$ cat src/rtl/mod_arith_pkg.sv
// Shared types and helpers for the serial modular-arithmetic datapaths.
package mod_arith_pkg;

    typedef enum logic [1:0] {
        IDLE,
        RUN,
        DONE
    } state_e;

    // One conditional subtraction: brings x in [0, 2m) back into [0, m).
    function automatic logic [31:0] mod_reduce1(input logic [31:0] x, input logic [31:0] m);
        return (x >= m) ? x - m : x;
    endfunction

    // Legal parameter set: 2^(w-1) < mod < 2^w and const_b fits in w bits.
    function automatic bit params_ok(input int mod, input int w, input int const_b);
        if (w < 2 || w > 30) begin
            return 1'b0;
        end
        return (mod > (1 << (w - 1))) && (mod < (1 << w)) &&
               (const_b >= 0) && (const_b < (1 << w));
    endfunction

endpackage

$ cat src/rtl/mod_step.sv
// One MSB-first interleaved modular multiply step: (2*acc + bit*a) mod MOD.
// acc and a must both be < MOD, so W+1 bits hold every intermediate value.
module mod_step
    import mod_arith_pkg::*;
#(
    parameter int MOD = 47,
    parameter int W   = 6
) (
    input  logic [W-1:0] acc,
    input  logic [W-1:0] a,
    input  logic         b_bit,
    output logic [W-1:0] acc_next
);

    logic [W:0] dbl;
    logic [W:0] dbl_red;
    logic [W:0] sum;

    // Double, reduce, conditionally add the multiplicand, reduce again.
    always_comb begin
        dbl      = {acc, 1'b0};
        dbl_red  = (W+1)'(mod_reduce1(32'(dbl), 32'(MOD)));
        sum      = dbl_red + (b_bit ? {1'b0, a} : '0);
        acc_next = W'(mod_reduce1(32'(sum), 32'(MOD)));
    end

endmodule

$ cat src/rtl/mod_mul_serial.sv
// Bit-serial (a * b) mod MOD with valid/ready on both sides and an optional
// constant multiplier. One multiplier bit is consumed per RUN cycle.
module mod_mul_serial
    import mod_arith_pkg::*;
#(
    parameter int MOD     = 47,
    parameter int W       = 6,
    parameter int CONST_B = 18
) (
    input  logic         clk,
    input  logic         rst_n,
    input  logic         in_valid,
    output logic         in_ready,
    input  logic [W-1:0] in_a,
    input  logic [W-1:0] in_b,
    input  logic         use_const,
    output logic         out_valid,
    input  logic         out_ready,
    output logic [W-1:0] out_data
);

    localparam int               CNT_W    = $clog2(W);
    localparam logic [CNT_W-1:0] CNT_INIT = CNT_W'(W - 1);
    localparam logic [W-1:0]     MOD_W    = W'(MOD);
    localparam logic [W-1:0]     CONST_W  = W'(CONST_B);

    // Refuse to elaborate with a modulus that breaks the two-subtract step.
    if (!params_ok(MOD, W, CONST_B)) begin : g_param_check
        $error("mod_mul_serial: illegal MOD/W/CONST_B combination");
    end

    state_e           state_q, state_d;
    logic [W-1:0]     a_r_q, a_r_d;
    logic [W-1:0]     b_r_q, b_r_d;
    logic [W-1:0]     acc_q, acc_d;
    logic [CNT_W-1:0] cnt_q, cnt_d;
    logic [W-1:0]     data_q, data_d;
    logic [W-1:0]     step_acc;
    logic             accept;

    mod_step #(
        .MOD (MOD),
        .W   (W)
    ) u_step (
        .acc      (acc_q),
        .a        (a_r_q),
        .b_bit    (b_r_q[cnt_q]),
        .acc_next (step_acc)
    );

    // Input handshake: a finished result being consumed frees the slot at once.
    assign in_ready  = (state_q == IDLE) || ((state_q == DONE) && out_ready);
    assign accept    = in_valid && in_ready;
    assign out_valid = (state_q == DONE);
    assign out_data  = data_q;

    // Next-state logic: operand capture, serial stepping and result hand-off.
    always_comb begin
        // NOTE: every _d starts from its _q so no path leaves it unassigned (no latches).
        state_d = state_q;
        a_r_d   = a_r_q;
        b_r_d   = b_r_q;
        acc_d   = acc_q;
        cnt_d   = cnt_q;
        data_d  = data_q;

        case (state_q)
            RUN: begin
                acc_d = step_acc;
                if (cnt_q == '0) begin
                    state_d = DONE;
                    data_d  = step_acc;
                end else begin
                    cnt_d = cnt_q - 1'b1;
                end
            end
            DONE: begin
                if (out_ready) begin
                    state_d = IDLE;
                end
            end
            default: ;
        endcase

        if (accept) begin
            a_r_d   = (in_a >= MOD_W) ? in_a - MOD_W : in_a;
            b_r_d   = use_const ? CONST_W : in_b;
            acc_d   = '0;
            cnt_d   = CNT_INIT;
            state_d = RUN;
        end
    end

    // State and datapath registers; reset aborts any operation in flight.
    always_ff @(posedge clk or negedge rst_n) begin
        if (!rst_n) begin
            state_q <= IDLE;
            a_r_q   <= '0;
            b_r_q   <= '0;
            acc_q   <= '0;
            cnt_q   <= '0;
            data_q  <= '0;
        end else begin
            // NOTE: non-blocking updates so every register samples pre-edge values.
            state_q <= state_d;
            a_r_q   <= a_r_d;
            b_r_q   <= b_r_d;
            acc_q   <= acc_d;
            cnt_q   <= cnt_d;
            data_q  <= data_d;
        end
    end

endmodule

$ cat config.mk
export PLATFORM = sky130hd
export DESIGN_NAME = mod_mul_serial
export DESIGN_NICKNAME = d
export VERILOG_FILES = /design/src/rtl/mod_arith_pkg.sv /design/src/rtl/mod_step.sv /design/src/rtl/mod_mul_serial.sv
export SDC_FILE = /design/constraint.sdc
export NUM_CORES = 1
export LEC_CHECK = 0
export ABC_AREA = 0
export BUFFER_PORTS_ARGS = -buffer_cell sky130_fd_sc_hd__buf_2
export CORE_ASPECT_RATIO = 0.7
export CORE_UTILIZATION = 57
export CTS_BUF_LIST = sky130_fd_sc_hd__clkbuf_16
export CTS_CLUSTER_DIAMETER = 120
export DETAILED_ROUTE_END_ITERATION = 10
export PLACE_DENSITY = 0.79
export SLEW_MARGIN = 20
export SYNTH_ARGS = -nofsm -noshare
export SYNTH_HDL_FRONTEND = slang
export SYNTH_SLANG_ARGS = --single-unit
$ cat constraint.sdc
create_clock -name clk -period 3.86 [get_ports clk]
set_clock_uncertainty 0.1 [all_clocks]
set_input_delay 0.386 -clock clk [delete_from_list [all_inputs] [get_ports clk]]
set_output_delay 0.386 -clock clk [all_outputs]
set_load 0.05 [all_outputs]
# Word level (Yosys, flattened, before mapping)
# Cells that the tools add are included.
totals:
  mem_count: 0
  regBits: 29
  mem_bits_ro: 0
  ramBits: 0
  latch_bits: 0
  elab_cells: 46
op_classes:
  n_addsub: 5
  n_mux: 16
  n_lt_le_gt_ge: 4
  shift: 0
  multipliers: 0
  reduce_logical: 10
  div: 0
  eq_ne: 5
  bitwise_logic: 0
ops:
  columns: ["operator", "count"]
  rows:
  - ["6-bit 2-to-1 mux", 6]
  - ["7-bit by 6-bit >= comparator with 1-bit output (second input constant)", 2]
  - ["6-bit subtractor (second input constant)", 2]
  - ["3-bit 2-to-1 mux", 3]
  - ["7-bit by 6-bit adder with 7-bit output", 1]
  - ["7-bit 2-to-1 mux", 1]
  - ["7-bit by 6-bit subtractor with 7-bit output (second input constant)", 1]
  - ["6-bit >= comparator (second input constant)", 1]
  - ["2-bit 2-to-1 mux", 3]
  - ["3-bit by 4-bit < comparator with 1-bit output (second input constant)", 1]
  - ["2-bit case mux with 2 select lines", 1]
  - ["2-bit AND reduction", 2]
  - ["1-bit binary-select mux with 3-bit select", 1]
  - ["3-bit logical NOT", 1]
  - ["3-bit by 1-bit != test with 1-bit output (second input constant)", 1]
  - ["3-bit != test (second input constant)", 1]
  - ["3-bit AND reduction", 1]
  - ["3-bit nonzero test", 1]
  - ["3-bit by 1-bit subtractor with 3-bit output (second input constant)", 1]
  - ["2-bit by 1-bit == test with 1-bit output (second input constant)", 1]
  - ["2-bit == test (second input constant)", 1]
  - ["1-bit logical AND", 2]
  - ["2-bit logical NOT", 1]
  - ["2-bit != test (second input constant)", 1]
  - ["3 further kinds", 3]

# Longest topological paths before layout
logic_depth:
  word_depth: 8
  mapped_depth: 12

# Modules after synthesis
# Synthesis repeated with hierarchy kept, for this count alone.
unflattened:
  hier_cells: 207
  area_unflattened_um2: 2009.4
modules_own_cells:
  columns: ["mod", "seq_area_each_um2", "cells_per_inst", "n_inst", "area_each_um2"]
  rows:
  - ["mod_mul_serial", 725.7, 132, 1, 1423.9]
  - ["mod_step", 0.0, 75, 1, 585.6]

# Worst setup path before layout
# OpenSTA, ideal clock, no wires.
synth_path:
  path_kind: "register to register"
  from: "reg cnt_q[0]"
  to: "reg acc_q[1]"
  synth_period_minus_slack_ps: 3326
  path_slack_ps: 534
  path_stages_with_launch: 13
  arrival_time_ps: 3093
  path_buffers: 0
  required_ps: 3628
  path_cell_list: "dfrtp_1 > mux4_2 > nand2_1 > o31a_1 > nor2b_1 > ha_1 > fa_1 > a211o_1 > a211oi_2 > a2bb2oi_2 > a21boi_4 > mux2i_1 > o21ai_1"
synth_between:
  elab_chain_len: 8
synth_lines:
  columns: ["item", "line_no", "rtl"]
  rows:
  - ["from (decl)", "mod_mul_serial.sv:36", "logic [CNT_W-1:0] cnt_q, cnt_d;"]
  - ["from (signal assigned)", "mod_mul_serial.sv:109", "cnt_q <= cnt_d;"]
  - ["1-bit binary-select mux with 3-bit select *", "mod_mul_serial.sv:47", ".b_bit (b_r_q[cnt_q]),"]
  - ["1-bit 2-to-1 mux (implied by the code) *", "mod_mul_serial.sv:47", null]
  - ["6-bit 2-to-1 mux *", "mod_step.sv:23", "sum = dbl_red + (b_bit ? {1'b0, a} : '0);"]
  - ["7-bit by 6-bit adder with 7-bit output *", "mod_step.sv:23", null]
  - ["6-bit subtractor / 7-bit by 6-bit >= comparator with 1-bit output (equally long branches)", "mod_arith_pkg.sv:12", "return (x >= m) ? x - m : x;"]
  - ["6-bit 2-to-1 mux *", "mod_arith_pkg.sv:12", null]
  - ["6-bit 2-to-1 mux *", "mod_mul_serial.sv:67", "case (state_q)"]
  - ["6-bit 2-to-1 mux *", "mod_mul_serial.sv:85", "if (accept) begin"]
  - ["to (signal assigned)", "mod_mul_serial.sv:100", "acc_q <= '0;"]
  - ["to (signal assigned)", "mod_mul_serial.sv:108", "acc_q <= acc_d;"]
  - ["to (decl)", "mod_mul_serial.sv:35", "logic [W-1:0] acc_q, acc_d;"]
# Mark *: on every way between the ends. The rest lies on a longest branch, timed or not. The select of a mux whose other input is x is not followed.
# A chain may end at the register's enable or synchronous reset.

# Worst setup path in the final report
layout_path:
  from: "reg cnt_q[0]"
  to: "reg acc_q[4]"
# Same word-level chain as after synthesis.

==> metrics.txt <==
run status finished, violations left; violated checks DRC; Seq/Total Area, Yosys 38.51%; Slew HR 36.26%; GR Overflow Total 0; Max stage delay on crit path 0.54 ns; critical path required time 3.90 ns; Post-DP HPWL 2.861 mm; Worst Reg2Reg Path Length in Cells 12; switching pwr 140.5 µW; Via density 5.652; initial antenna violation count 0; startpoint types flop; global-route wire length before repair 6.465 mm; pwr/cell area 315.6 nW/µm²; max frequency 0.2771 GHz; post-cts sizing count 0; flops & latches, synth 29; input/output buffers 24; Internal 546.9 µW; Met2 Wirelength 1.629 mm; NumNets Final 260; number of clock sinks 29; Clk pwr share 52.1%; vias in the first global route 1335; RSZ-0062 raised after global routing false; Metal-1 WL 1.982 mm; Worst Setup EP acc_q[4]$_DFFE_PN0P_; mapped cell area 1884 µm²; Clock Root Buffer clkbuf_16; Fin. Hold Viols 0; crit path DAT 3.65 ns; Starting Density 59.86%; number of synthesized flops with an enable pin 0; startpoint of the worst register-to-register path cnt_q[0]$_DFFE_PN0P_; minimum clock period 3.609 ns; Syn. warnings 0; Routed Antenna Nets 0; Die Y-Extent 50.11 µm; Setup crit start cnt_q[0]$_DFFE_PN0P_; Synth Area in Adders 8.367%; Core Area 3148 µm²; setup bufs post-CTS 0; met3 wire length 149 µm; Synth Flop Type dfrtp_1; Worst Setup Path Type flop to flop; I/O pin cnt 25; Synth Area in XOR/XNOR 2.789%; Fin Setup TNS 0 ns; Flop pwr share 44.3%; Hold Buf Count CTS 0; # DRC 6; Synth cell types 52; switch share 20.43%; die width 70.72 µm; Total Power 687.4 µW; Syn Nets 233; Avg WL per Cell 14.16 µm; CTS Buf Count 5; combinational family with the most area after synthesis compound AO/OA/AOI/OAI gates; cells after synthesis 204; Total Wirelength 3.824 mm; CTS Buffer Depth 2; routed vias 1526; DR pass1 iterations 7; placed cells 262; mux share of post-synthesis cell area 3.386%; power share of the combinational group 3.6%; number of DRC markers in iteration 0 77; r2r setup slk 0.25 ns; Setup-failing EPs final 0; fin cells 270; R2R Path End acc_q[4]$_DFFE_PN0P_; largest net degree at the start of global routing 34; ys async rst share 100.0%; H-tree levels 2; Syn-to-layout area delta 15.60%; Peak VDD IR 0.2713 mV; share of cells above drive strength 1 18.53%; CP Capture Type flop; P_leak 0.001066 µW; clock slew at reported path FFs 0.05 ns; Hold Path Class input pin to asynchronous set/reset pin; commonest non-fill, non-tap cells in the layout nand2_1, dfrtp_1, buf_2; compound-gate portion of the synthesized area 22.97%; post-layout util 69.20%; row count 17; Mean Syn Cell Area 9.237 µm²; clock latency at the later pin of the worst-skew pair 0.28 ns; fillers 278; GRT Util Overall 24.30%; CP max-delay cell o32ai_1; number of max-cap violations 0; CTS tree done; uppermost routed layer met4; Final Slew Violations 0; Slew @ Worst Pin 0.9538 ns; worst-path maximum fanout 5; diode count 0; simple-gate area share of the yosys netlist 21.38%; Final Cycle Share 93.48%; die area 3543 µm²; CP Cell Sequence mux4_2 > nand2_1 > o31a_1 > nor2b_1 > ha_1 > fa_1 > a211o_1 > a211oi_2 > a2bb2oi_2 > a31oi_1 > o32ai_1 > o21ai_1; RePlAce Congestion 0.8428
power by group through the flow:
stage	clock network (µW)	logic, µW	registers, µW
4_1_cts	360	25.3	305
5_1_grt	375	28.3	304
3_5_place_dp	0	25.2	310
2_1_floorplan	0	7.74	310
6_report	358	24.7	305
3_3_place_gp	0	24.3	310
layer usage:
layer	up-vias	global-route usage (%)
met5	-	0
met4	0	8.667
met3	10	5.521
met2	29	35.42
met1	704	35.28
li1	783	-
area by class of cell:
type	instances	area [µm²]	share of cell area [%]
clock buffer	5	125.1	5.744
clock inverter	3	12.51	0.5744
inverter	8	30.03	1.379
multi-input combinational	162	1110	50.95
sequential	29	725.7	33.31
tap	38	47.55	2.183
timing repair buffer	25	127.6	5.859
flip-flops by register name (all words and copies together), names as in the netlist:
name,flops
a_r_q,6
acc_q,6
b_r_q,6
cnt_q,3
out_data,6
state_q,2
cells in the mapped netlist, types with 2 or more instances:
| master | number | area share (%) |
|---|---|---|
| mux2i_1 | 3 | 1.6 |
| o21ai_0 | 13 | 3.5 |
| a21oi_1 | 3 | 0.80 |
| and3_1 | 2 | 0.66 |
| nor2_1 | 18 | 3.6 |
| a31oi_1 | 2 | 0.66 |
| a221oi_1 | 2 | 0.93 |
| o21ai_1 | 11 | 2.9 |
| a211oi_2 | 2 | 1.3 |
| dfrtp_1 | 29 | 39 |
| nand2_1 | 29 | 5.8 |
| o211ai_1 | 2 | 0.80 |
| nand3_1 | 8 | 2.1 |
| and2_1 | 3 | 1.0 |
| xor2_1 | 3 | 1.4 |
| ha_1 | 11 | 7.3 |
| o21a_1 | 2 | 0.80 |
| inv_1 | 8 | 1.6 |
| xnor2_1 | 3 | 1.4 |
| and3b_1 | 2 | 0.93 |
| nor2b_1 | 8 | 2.7 |
| a21o_1 | 3 | 1.2 |
| clkbuf_1 | 5 | 1.0 |
| nand2b_1 | 4 | 1.3 |
critical path: cells and delay by family (launching register included):
family	cells	cell delay, ns
compound gates	7	1.66
fa+ha+maj	2	0.62
flops	1	0.44
mux	1	0.52
simple gates	2	0.13
kinds of logic after synthesis:
family / count (synthesis)
compound gates: 58
fa+ha+maj: 12
mux: 5
buf+inv: 13
flops: 29
xor+xnor: 6
simple gates: 81
through the flow:
stage / instance area (µm²) / setup slack (ns) / hold WS [ns]
6_report: 2178 / 0.2515 / 0.03812
5_1_grt: 2178 / 0.003944 / 0.09910
4_1_cts: 2178 / 0.2810 / 0.05893
3_5_place_dp: 2041 / 0.2948 / 0.3473
3_3_place_gp: 2041 / 0.4592 / 0.3385
2_1_floorplan: 1884 / 0.5342 / -0.009591
how the worst min path moves through the flow:
stage / start / end / slack [ns] / cells past startpoint
after floorplan: rst_n / a_r_q[0]$_DFFE_PN0P_ / -0.01 / 0
after global placement: rst_n / state_q[1]$_DFFE_PN0P_ / 0.34 / 1
after detailed placement: rst_n / state_q[0]$_DFFE_PN0P_ / 0.35 / 1
after CTS: rst_n / state_q[0]$_DFFE_PN0P_ / 0.06 / 1
after global routing: rst_n / state_q[1]$_DFFE_PN0P_ / 0.1 / 1
final: rst_n / state_q[0]$_DFFE_PN0P_ / 0.04 / 1
Power figures use the tool's default switching activity.
